--- config.mk ---
export PLATFORM = sky130hd
export DESIGN_NAME = mod_exp_ctrl_flat
export DESIGN_NICKNAME = d
export VERILOG_FILES = /design/src/rtl/mod_exp_ctrl_if.sv /design/src/rtl/mod_exp_ctrl.sv /design/src/flat_wrapper.sv
export SDC_FILE = /design/constraint.sdc
export NUM_CORES = 2
export LEC_CHECK = 0
export CAP_MARGIN = 10
export CORE_AREA = 8 8 670 672
export DETAILED_ROUTE_END_ITERATION = 10
export DIE_AREA = 0 0 678 680
export DONT_BUFFER_PORTS = 1
export PLACE_DENSITY = 0.36
export SLEW_MARGIN = 20
export SYNTH_ARGS = -nofsm -noshare
export SYNTH_HDL_FRONTEND = slang
export SYNTH_SLANG_ARGS = --single-unit
--- constraint.sdc ---
create_clock -name clk -period 7.9 [get_ports clk]
set_input_delay 0.79 -clock clk [delete_from_list [all_inputs] [get_ports clk]]
set_output_delay 0.79 -clock clk [all_outputs]
set_load 0.005 [all_outputs]
--- src/rtl/mod_exp_ctrl_if.sv ---
// Bundles the job request/result signals and the Montgomery multiplier
// request/response signals shared by mod_exp_ctrl and the logic around it.
// slave : the exponentiation controller itself.
// master: whatever issues jobs and hosts the multiplier.
interface mod_exp_ctrl_if #(
   parameter int DATA_WIDTH = 192,
   parameter int EXP_WIDTH  = 192
);
   logic [DATA_WIDTH-1:0] base_mont;
   logic [DATA_WIDTH-1:0] one_mont;
   logic [DATA_WIDTH-1:0] modulus;
   logic [EXP_WIDTH-1:0]  exponent;
   logic                  in_valid;
   logic                  busy;
   logic [DATA_WIDTH-1:0] out_data;
   logic                  out_valid;
   logic [DATA_WIDTH-1:0] mm_opA;
   logic [DATA_WIDTH-1:0] mm_opB;
   logic [DATA_WIDTH-1:0] mm_opM;
   logic                  mm_in_valid;
   logic [DATA_WIDTH-1:0] mm_out_data;
   logic                  mm_out_valid;

   modport master (
      output base_mont, one_mont, modulus, exponent, in_valid,
      output mm_out_data, mm_out_valid,
      input  busy, out_data, out_valid,
      input  mm_opA, mm_opB, mm_opM, mm_in_valid
   );

   modport slave (
      input  base_mont, one_mont, modulus, exponent, in_valid,
      input  mm_out_data, mm_out_valid,
      output busy, out_data, out_valid,
      output mm_opA, mm_opB, mm_opM, mm_in_valid
   );
endinterface

--- src/rtl/mod_exp_ctrl.sv ---
// Modular exponentiation controller: left-to-right square-and-multiply over
// the exponent bits, MSB first, driving an external Montgomery multiplier.
// Optional build macro MOD_EXP_LZ_SKIP_EN: skips the squarings (and the
// requests) for leading zero exponent bits; the result is unchanged.
module mod_exp_ctrl #(
   parameter int DATA_WIDTH = 192,
   parameter int EXP_WIDTH  = 192
) (
   input  logic          clk,
   input  logic          rst,
   mod_exp_ctrl_if.slave bus
);
   localparam int IDX_W = (EXP_WIDTH > 1) ? $clog2(EXP_WIDTH) : 1;
   localparam logic [IDX_W-1:0] IDX_TOP  = IDX_W'(EXP_WIDTH - 1);
   localparam logic [IDX_W-1:0] IDX_ZERO = {IDX_W{1'b0}};
   localparam logic [IDX_W-1:0] IDX_ONE  = IDX_W'(1);
   localparam logic [DATA_WIDTH-1:0] D_ZERO = {DATA_WIDTH{1'b0}};
   localparam logic [EXP_WIDTH-1:0]  E_ZERO = {EXP_WIDTH{1'b0}};

   typedef enum logic [2:0] {
      IDLE     = 3'd0,
      SQR_REQ  = 3'd1,
      SQR_WAIT = 3'd2,
      MUL_REQ  = 3'd3,
      MUL_WAIT = 3'd4,
      DONE     = 3'd5
   } state_t;

   state_t                state_q, state_d;
   logic [DATA_WIDTH-1:0] base_q, base_d;
   logic [DATA_WIDTH-1:0] mod_q, mod_d;
   logic [EXP_WIDTH-1:0]  exp_q, exp_d;
   logic [DATA_WIDTH-1:0] acc_q, acc_d;
   logic [IDX_W-1:0]      idx_q, idx_d;
   logic [DATA_WIDTH-1:0] opa_q, opa_d;
   logic [DATA_WIDTH-1:0] opb_q, opb_d;
   logic [DATA_WIDTH-1:0] opm_q, opm_d;
   logic                  mm_in_valid_q, mm_in_valid_d;
   logic                  out_valid_q, out_valid_d;
   logic [DATA_WIDTH-1:0] out_data_q, out_data_d;
   logic                  busy_q, busy_d;
   state_t                adv_state_s;
   logic [IDX_W-1:0]      adv_idx_s;
   logic                  bit_s;
   logic                  issue_sqr_s;
`ifdef MOD_EXP_LZ_SKIP_EN
   logic                  started_q, started_d;
`endif

   // Where the walk goes after finishing the current exponent bit.
   always_comb begin
      bit_s = exp_q[idx_q];
      if (idx_q == IDX_ZERO) begin
         adv_state_s = DONE;
         adv_idx_s   = idx_q;
      end else begin
         adv_state_s = SQR_REQ;
         adv_idx_s   = idx_q - IDX_ONE;
      end
   end

   // Next-state, job registers and the registered outputs they imply.
   always_comb begin
      state_d       = state_q;
      base_d        = base_q;
      mod_d         = mod_q;
      exp_d         = exp_q;
      acc_d         = acc_q;
      idx_d         = idx_q;
      opa_d         = opa_q;
      opb_d         = opb_q;
      opm_d         = opm_q;
      mm_in_valid_d = 1'b0;
      out_valid_d   = 1'b0;
      out_data_d    = D_ZERO;
`ifdef MOD_EXP_LZ_SKIP_EN
      started_d     = started_q;
`endif
      case (state_q)
         IDLE: begin
            if (bus.in_valid) begin
               base_d  = bus.base_mont;
               mod_d   = bus.modulus;
               exp_d   = bus.exponent;
               acc_d   = bus.one_mont;
               idx_d   = IDX_TOP;
               state_d = SQR_REQ;
`ifdef MOD_EXP_LZ_SKIP_EN
               started_d = 1'b0;
`endif
            end else begin
               state_d = IDLE;
            end
         end
         SQR_REQ: begin
`ifdef MOD_EXP_LZ_SKIP_EN
            // Before the first 1 bit, squaring the accumulator (still one)
            // is pointless: resolve one leading bit per cycle instead.
            if (!started_q) begin
               if (bit_s) begin
                  started_d = 1'b1;
                  state_d   = MUL_REQ;
               end else begin
                  state_d = adv_state_s;
                  idx_d   = adv_idx_s;
               end
            end else begin
               state_d = SQR_WAIT;
            end
`else
            state_d = SQR_WAIT;
`endif
         end
         SQR_WAIT: begin
            if (bus.mm_out_valid) begin
               acc_d = bus.mm_out_data;
               if (bit_s) begin
                  state_d = MUL_REQ;
               end else begin
                  state_d = adv_state_s;
                  idx_d   = adv_idx_s;
               end
            end else begin
               state_d = SQR_WAIT;
            end
         end
         MUL_REQ: begin
            state_d = MUL_WAIT;
         end
         MUL_WAIT: begin
            if (bus.mm_out_valid) begin
               acc_d   = bus.mm_out_data;
               state_d = adv_state_s;
               idx_d   = adv_idx_s;
            end else begin
               state_d = MUL_WAIT;
            end
         end
         DONE: begin
            state_d = IDLE;
         end
         default: begin
            state_d = IDLE;
         end
      endcase

`ifdef MOD_EXP_LZ_SKIP_EN
      issue_sqr_s = started_d;
`else
      issue_sqr_s = 1'b1;
`endif
      // Operands are captured on entry to a request state and then held
      // untouched until the multiplier answers.
      if ((state_d == SQR_REQ) && issue_sqr_s) begin
         mm_in_valid_d = 1'b1;
         opa_d         = acc_d;
         opb_d         = acc_d;
         opm_d         = mod_d;
      end else if (state_d == MUL_REQ) begin
         mm_in_valid_d = 1'b1;
         opa_d         = acc_d;
         opb_d         = base_d;
         opm_d         = mod_d;
      end else begin
         mm_in_valid_d = 1'b0;
      end

      if (state_d == DONE) begin
         out_valid_d = 1'b1;
         out_data_d  = acc_d;
      end else begin
         out_valid_d = 1'b0;
      end
      busy_d = (state_d != IDLE);
   end

   // State and output registers with synchronous reset.
   always_ff @(posedge clk) begin
      if (rst) begin
         state_q       <= IDLE;
         base_q        <= D_ZERO;
         mod_q         <= D_ZERO;
         exp_q         <= E_ZERO;
         acc_q         <= D_ZERO;
         idx_q         <= IDX_ZERO;
         opa_q         <= D_ZERO;
         opb_q         <= D_ZERO;
         opm_q         <= D_ZERO;
         mm_in_valid_q <= 1'b0;
         out_valid_q   <= 1'b0;
         out_data_q    <= D_ZERO;
         busy_q        <= 1'b0;
`ifdef MOD_EXP_LZ_SKIP_EN
         started_q     <= 1'b0;
`endif
      end else begin
         state_q       <= state_d;
         base_q        <= base_d;
         mod_q         <= mod_d;
         exp_q         <= exp_d;
         acc_q         <= acc_d;
         idx_q         <= idx_d;
         opa_q         <= opa_d;
         opb_q         <= opb_d;
         opm_q         <= opm_d;
         mm_in_valid_q <= mm_in_valid_d;
         out_valid_q   <= out_valid_d;
         out_data_q    <= out_data_d;
         busy_q        <= busy_d;
`ifdef MOD_EXP_LZ_SKIP_EN
         started_q     <= started_d;
`endif
      end
   end

   assign bus.busy        = busy_q;
   assign bus.out_valid   = out_valid_q;
   assign bus.out_data    = out_data_q;
   assign bus.mm_opA      = opa_q;
   assign bus.mm_opB      = opb_q;
   assign bus.mm_opM      = opm_q;
   assign bus.mm_in_valid = mm_in_valid_q;
endmodule

--- src/flat_wrapper.sv ---
// flat-port wrapper written by rule: the top's interface ports become plain ports
module mod_exp_ctrl_flat 
#(
   parameter int DATA_WIDTH = 192,
   parameter int EXP_WIDTH  = 192
)
  (clk, rst, bus_base_mont, bus_one_mont, bus_modulus, bus_exponent, bus_in_valid, bus_mm_out_data, bus_mm_out_valid, bus_busy, bus_out_data, bus_out_valid, bus_mm_opA, bus_mm_opB, bus_mm_opM, bus_mm_in_valid);
  mod_exp_ctrl_if #(.DATA_WIDTH(DATA_WIDTH), .EXP_WIDTH(EXP_WIDTH)) bus_i ();
  input  logic clk;
  input  logic rst;
  input wire logic [$bits(bus_i.base_mont)-1:0] bus_base_mont;
  input wire logic [$bits(bus_i.one_mont)-1:0] bus_one_mont;
  input wire logic [$bits(bus_i.modulus)-1:0] bus_modulus;
  input wire logic [$bits(bus_i.exponent)-1:0] bus_exponent;
  input wire logic [$bits(bus_i.in_valid)-1:0] bus_in_valid;
  input wire logic [$bits(bus_i.mm_out_data)-1:0] bus_mm_out_data;
  input wire logic [$bits(bus_i.mm_out_valid)-1:0] bus_mm_out_valid;
  output wire logic [$bits(bus_i.busy)-1:0] bus_busy;
  output wire logic [$bits(bus_i.out_data)-1:0] bus_out_data;
  output wire logic [$bits(bus_i.out_valid)-1:0] bus_out_valid;
  output wire logic [$bits(bus_i.mm_opA)-1:0] bus_mm_opA;
  output wire logic [$bits(bus_i.mm_opB)-1:0] bus_mm_opB;
  output wire logic [$bits(bus_i.mm_opM)-1:0] bus_mm_opM;
  output wire logic [$bits(bus_i.mm_in_valid)-1:0] bus_mm_in_valid;
  assign bus_i.base_mont = bus_base_mont;
  assign bus_i.one_mont = bus_one_mont;
  assign bus_i.modulus = bus_modulus;
  assign bus_i.exponent = bus_exponent;
  assign bus_i.in_valid = bus_in_valid;
  assign bus_i.mm_out_data = bus_mm_out_data;
  assign bus_i.mm_out_valid = bus_mm_out_valid;
  assign bus_busy = bus_i.busy;
  assign bus_out_data = bus_i.out_data;
  assign bus_out_valid = bus_i.out_valid;
  assign bus_mm_opA = bus_i.mm_opA;
  assign bus_mm_opB = bus_i.mm_opB;
  assign bus_mm_opM = bus_i.mm_opM;
  assign bus_mm_in_valid = bus_i.mm_in_valid;
  mod_exp_ctrl #(.DATA_WIDTH(DATA_WIDTH), .EXP_WIDTH(EXP_WIDTH)) u_core (.clk(clk), .rst(rst), .bus(bus_i));
endmodule
-- Word level (Yosys, flattened, before mapping)
Cells that the tools add are included.
- register bits after elaboration: 1550
- memories kept: 0
- latch bits: 0
- bits of input ports: 964
- output and inout bits: 771
- memory bits (writable): 0
- ROM bits: 0
- logic and storage cells: 66
- reduce and logical (&&, ||, !) cells: 9
- add/subtract/negate cells: 1
- eq/ne operators: 11
- magnitude comparators: 1
- bitwise logic cells: 1
- mux-type cells: 30
- divide/modulo/power cells: 0
- shift-type cells: 0
- $mul: 0
- operators with widths (cell ; number):
    2-to-1 mux 192 bit ; 12
    case mux 192 bit (2 select lines) ; 1
    2-to-1 mux 8 bit ; 5
    case mux 8 bit (3 select lines) ; 1
    case mux 3 bit (5 select lines) ; 1
    2-to-1 mux 3 bit ; 4
    equality test 3 x 2 -> 1 bit (second input constant) ; 3
    less-than comparator 8 x 9 -> 1 bit (second input constant) ; 1
    binary-select mux 1 bit (select 8 bit) ; 1
    zero test 8 bit ; 1
    != test 2 bit (second input constant) ; 4
    subtractor 8 x 1 -> 8 bit (second input constant) ; 1
    equality test 3 x 1 -> 1 bit (second input constant) ; 2
    equality test 3 bit (second input constant) ; 2
    nonzero test 3 bit ; 2
    2-to-1 mux 1 bit ; 5
    AND reduction 5 bit ; 1
    OR reduction 2 bit ; 2
    zero test 3 bit ; 1
    AND reduction 2 bit ; 1
    nonzero test 2 bit ; 1
    NOT 1 bit ; 1

-- Logic depth before layout (Yosys ltp)
- depth in word-level cells: 8
- mapped depth: 15
- gate-level depth less buffers: 9

-- Least setup slack after synthesis
OpenSTA, ideal clock, no wires.
- path kind: input -> register
- from: in bus_in_valid
- to: reg u_core.opb_q[154] (netlist: u_core.bus.mm_opB[154])
- setup time: 132 ps
- buffers on the path: 3
- required time: 7768 ps
- cell stages on the path: 12
- path slack: 4829 ps
- arrival time: 2939 ps
- cells stage by stage: nor3b_1 > a21oi_1 > or2_2 > clkbuf_1 > clkbuf_1 > clkbuf_1 > a222oi_1 > a21oi_1 > o21ai_0 > a21oi_1 > nand3_1 > a21oi_1
- longest elaborated chain between the ends: 4
- elaborated cells between the ends (all ways): 11
- classes of those cells: eq/ne (2); mux (8); reduce/logical (1)
- RTL lines (what ; RTL line ; RTL):
    start: declaration ; flat_wrapper.sv:15 ; input wire logic [$bits(bus_i.in_valid)-1:0] bus_in_valid;
    2-to-1 mux 1 bit / 2-to-1 mux 192 bit (equally long branches) ; mod_exp_ctrl.sv:81 ; if (bus.in_valid) begin
    case mux 3 bit (5 select lines) / 2-to-1 mux 192 bit (equally long branches) ; mod_exp_ctrl.sv:79 ; case (state_q)
    equality test 3 x 1 -> 1 bit (tied with other cells) ; mod_exp_ctrl.sv:154 ; if ((state_d == SQR_REQ) && issue_sqr_s) begin
    2-to-1 mux 192 bit / nonzero test 2 bit (equally long branches) ; -- ;
    end signal: assignment ; mod_exp_ctrl.sv:204 ; opb_q <= opb_d;
    end: declaration ; mod_exp_ctrl.sv:36 ; logic [DATA_WIDTH-1:0] opb_q, opb_d;
Several ways; a longest one is shown, not always the timed one. The select of a mux whose other input is x is not followed.
A chain may end at the register's enable or synchronous reset.

-- Final worst setup path
- from: reg u_core.idx_q[1]
- to: reg u_core.opb_q[111] (netlist: u_core.bus.mm_opB[111])
- longest elaborated chain between the ends: 7
- elaborated cells between the ends (all ways): 12
- classes of those cells: eq/ne (2); mux (8); reduce/logical (2)
- RTL lines (what ; RTL line ; RTL):
    start: declaration ; mod_exp_ctrl.sv:34 ; logic [IDX_W-1:0] idx_q, idx_d;
    start signal: assignment ; mod_exp_ctrl.sv:202 ; idx_q <= idx_d;
    binary-select mux 1 bit (select 8 bit) / zero test 8 bit (equally long branches) ; mod_exp_ctrl.sv:52, mod_exp_ctrl.sv:53 ;
    2-to-1 mux 1 bit (not written as such) / 2-to-1 mux 3 bit (equally long branches) ; mod_exp_ctrl.sv:52, mod_exp_ctrl.sv:53 ;
    2-to-1 mux 3 bit ; mod_exp_ctrl.sv:117 ; if (bit_s) begin
    2-to-1 mux 3 bit ; mod_exp_ctrl.sv:115 ; if (bus.mm_out_valid) begin
    case mux 3 bit (5 select lines) (*) ; mod_exp_ctrl.sv:79 ;
    equality test 3 x 1 -> 1 bit / equality test 3 x 2 -> 1 bit (equally long branches) ; mod_exp_ctrl.sv:154, mod_exp_ctrl.sv:159 ;
    2-to-1 mux 192 bit / nonzero test 2 bit (equally long branches) ; -- ;
Every way passes the cells marked *; elsewhere a longest branch is shown, timed or not. The select of a mux whose other input is x is not followed.

==> flow_summary_export.csv <==
group,metric,value,unit
yosys,synth_edf_count,0,
sta,maxSlewViolCount,0,
yosys,synth_cell_types,59,
clock_tree,cts_buffer_depth,4,
worst_setup_path,critPathMaxFanout,62,
clock_tree,cts_tree,"yes",
global_routing,grt_use_total,0.161,
sta,fin_tns_setup,0,ns
routing,drt-vias-per-instance,4.24,
worst_setup_path,start_kind,"flip-flop",
power_and_ir_drop,power_density,314,nW/um^2
yosys,netlist_area,59400,sq um
sta,finalHoldViolations,0,
placed_design,dp_cells,12400,
worst_setup_path,end_kind,"flip-flop",
placed_design,port_buffers,0,
routing,ant_nets,0,
routing,drc,1,
placed_design,routabilityCongestion,0.877,
floorplanning,dieWidth,678,um
sta,min_period_over_period,0.717,
clock_tree,cts_setup_buffers,0,
yosys,syn_avg_cell_area,8.43,sq um
yosys,synth_top_flop_cell,"dfxtp_1",
floorplanning,rows,244,
global_routing,grt_pass1_wl,517000,um
yosys,yosysSeqAreaShare,0.522,
sta,setup_viol,0,
run_status,outcome,"finished, violations left",
placed_design,hpwl,298000,um
routing,wire_per_inst,29.7,um
finish,fin_util,0.177,
routing,drt_wl_total,395000,um
finish,fin_area,77900,sq um
floorplanning,ios,1735,
yosys,synth_nets,8014,
clock_tree,htree_levels,4,
global_routing,grt_use_met3,0.0642,
yosys,synthArstFlopShare,0,
power_and_ir_drop,power.leakage,27.0,nW
global_routing,met2_usage,0.278,
worst_setup_path,crit_arrival,6.44,ns
global_routing,grt_max_degree,279,
global_routing,first_global_vias,53500,
sta,period_minus_slack,5.66,ns
floorplanning,initial_utilization,0.135,
placed_design,place_area,66200,sq um
routing,drtIter0Drc,5912,
global_routing,grtUsageMet1,0.179,
finish,drive_gt1_frac,0.0883,
yosys,yosys_warnings,0,
sta,fin_skew,0.0905,ns
sta,worstMarginPinSlew,1.30,ns
finish,syn2layout_area_growth,31.0,%
floorplanning,dieArea,461000,sq um
finish,nNetsFinal,8242,
global_routing,overflow,0,
sta,max_freq,177,MHz
power_and_ir_drop,peakVddDrop,0.200,mV
hold_path,hold_path.class,"primary input to flip-flop",
routing,vias,56500,
global_routing,grt_antenna_before_repair,211,
sta,rsz0062_at_grt,"no",
run_status,violations,"DRC",
flow_run,drv_cap,0,
routing,dr.pass1.iters,11,
yosys,synthCells,7049,
yosys,synth_seq_cells,1550,
floorplanning,fp.dieH,680,um
finish,final_cells,13300,
worst_setup_path,required,8.68,ns
clock_tree,numClockSinks,1550,
clock_tree,root_buffer,"clkbuf_16",
clock_tree,cts_made_buffers,202,
clock_tree,worstSkewPairLatency,0.91,ns
clock_tree,clk_pin_slew_worst_paths,0.06,ns
worst_setup_path,criticalPathCategory,"flip-flop to flip-flop",
floorplanning,core-area,439000,sq um
global_routing,grt_busiest_layer,"met2",
sta,slew_headroom,0.136,
## cells by family after synthesis
family,after synthesis,synth area share
buf+inv,674,0.0474
compound gates,1784,0.185
xor+xnor,1,0.000147
mux,260,0.0511
simple gates,2779,0.194
flops,1550,0.522
fa+ha+maj,1,0.000210
## per-stage QoR
stage	setup WS [ns]	power (W)	hold slack [ns]
final	2.24	0.0245	0.115
after floorplan	4.83	0.0122	0.433
after CTS	2.34	0.0249	0.000537
after detailed placement	2.34	0.0147	0.445
after global routing	2.01	0.0256	0.0213
after global placement	2.26	0.0146	0.441
## cells in the final DEF, fill, tap and decap left out, types with 5 or more instances in the layout
cell type and n:
clkbuf_1 25, a211oi_1 387, mux4_2 34, clkinv_2 30, a21oi_1 963, o21ai_0 195
clkinv_4 8, mux2_2 9, mux2i_1 217, clkbuf_16 204, a31oi_1 8, clkbuf_8 48
buf_4 223, or3_1 5, bufinv_16 16, nand2_1 1169, diode_2 103, a222oi_1 192
nor2_1 1175, buf_12 18, buf_16 11, dfxtp_1 1545, clkinvlp_4 10, dlygate4sd3_1 433
nor3_1 7, a221oi_1 5, dfxtp_4 5, or4_1 194, inv_1 7, nand3_1 199
inv_6 9
## critical path, cell delays in order, from the launching register on
cell and delay (ns):
dfxtp_4 0.96, clkinv_1 0.62, nor2_1 0.45, a221oi_1 0.21, nor4_1 0.78, o41ai_2 0.29, a21oi_4 0.24, buf_4 0.63
buf_4 0.70, or4_1 0.21, nand3_1 0.08, a21oi_1 0.15
## layout make-up
type | instances | area [sq um]
flip-flops and latches | 1550 | 31000
clock inverters | 83 | 1050
well taps | 5781 | 7230
inverters | 10 | 45.0
diodes | 103 | 258
clock buffers | 277 | 5860
fillers | 49000 | 361000
repair buffers | 688 | 6690
multi-input cells | 4825 | 25700
## Yosys cell counts, types with 2 or more instances
cell type     n  area, sq um
dfxtp_1    1550        31000
nand2b_1      5         31.3
a31oi_1       8         50.1
mux4_2       34          766
o211ai_1      2         15.0
clkinv_1      3         11.3
or4_1       194         1460
buf_6         4         45.0
o221ai_1      3         26.3
mux2_2        9          101
o22ai_1       4         25.0
nand3_1     200         1000
nor2b_1       4         25.0
buf_1        18         67.6
and2_1        2         12.5
clkbuf_1    468         1760
nor2_1     1177         4420
or3_1         5         31.3
and3_1        3         18.8
a222oi_1    192         1920
o41ai_1       2         17.5
o21ai_0     195          976
nor3b_1       2         15.0
a211oi_1    388         2910
nand2_1    1169         4390
inv_1         7         26.3
or2_2         2         12.5
mux2i_1     217         2170
buf_2       157          786
o31ai_1       4         30.0
buf_4        17          128
nor3_1        7         35.0
a221oi_1      5         43.8
a2111oi_0     2         17.5
nor4_1        4         25.0
a21oi_1     963         4820
## where the power goes
group | switching (W) | total [W] | internal (W) | leakage, nW
clock network | 0.00401 | 0.00974 | 0.00573 | 3.40
logic | 0.00347 | 0.00509 | 0.00162 | 10.9
registers | 0.000985 | 0.00963 | 0.00864 | 12.7
total | 0.00847 | 0.0245 | 0.0160 | 27.0
## registers in the layout, summed over array words and instances (netlist names)
name / count
u_core.exp_q: 192
u_core.bus.mm_opM: 192
u_core.idx_q: 8
u_core.bus.out_data: 192
u_core.bus.out_valid: 1
u_core.state_q: 3
u_core.base_q: 192
u_core.bus.mm_opB: 192
u_core.mod_q: 192
u_core.bus.mm_opA: 192
u_core.bus.busy: 1
u_core.bus.mm_in_valid: 1
u_core.acc_q: 192
## final timing paths
| kind | from | end | slack (ns) | cells after the start |
|---|---|---|---|---|
| worst max-delay path | u_core.idx_q[1] | u_core.bus.mm_opB[111] | 2.24 | 11 |
| worst min-delay path | bus_base_mont[99] | u_core.base_q[99] | 0.12 | 2 |
| worst max register to register | u_core.idx_q[1] | u_core.bus.mm_opB[111] | 2.24 | 11 |
| worst min register to register | u_core.exp_q[23] | u_core.exp_q[23] | 0.45 | 2 |
## metal layers
metal  vias to the layer above  share of wire
li1                      25300              -
met3                       676           0.10
met5                         -         0.0012
met4                        76          0.038
met1                     27700           0.37
met2                      2761           0.49
## timing repair
action,CTS,global route
hold endpoints to repair,488,0
hold buffers,434,0
resized for setup,0,0
No activity file was read; power rests on OpenSTA's default activity.
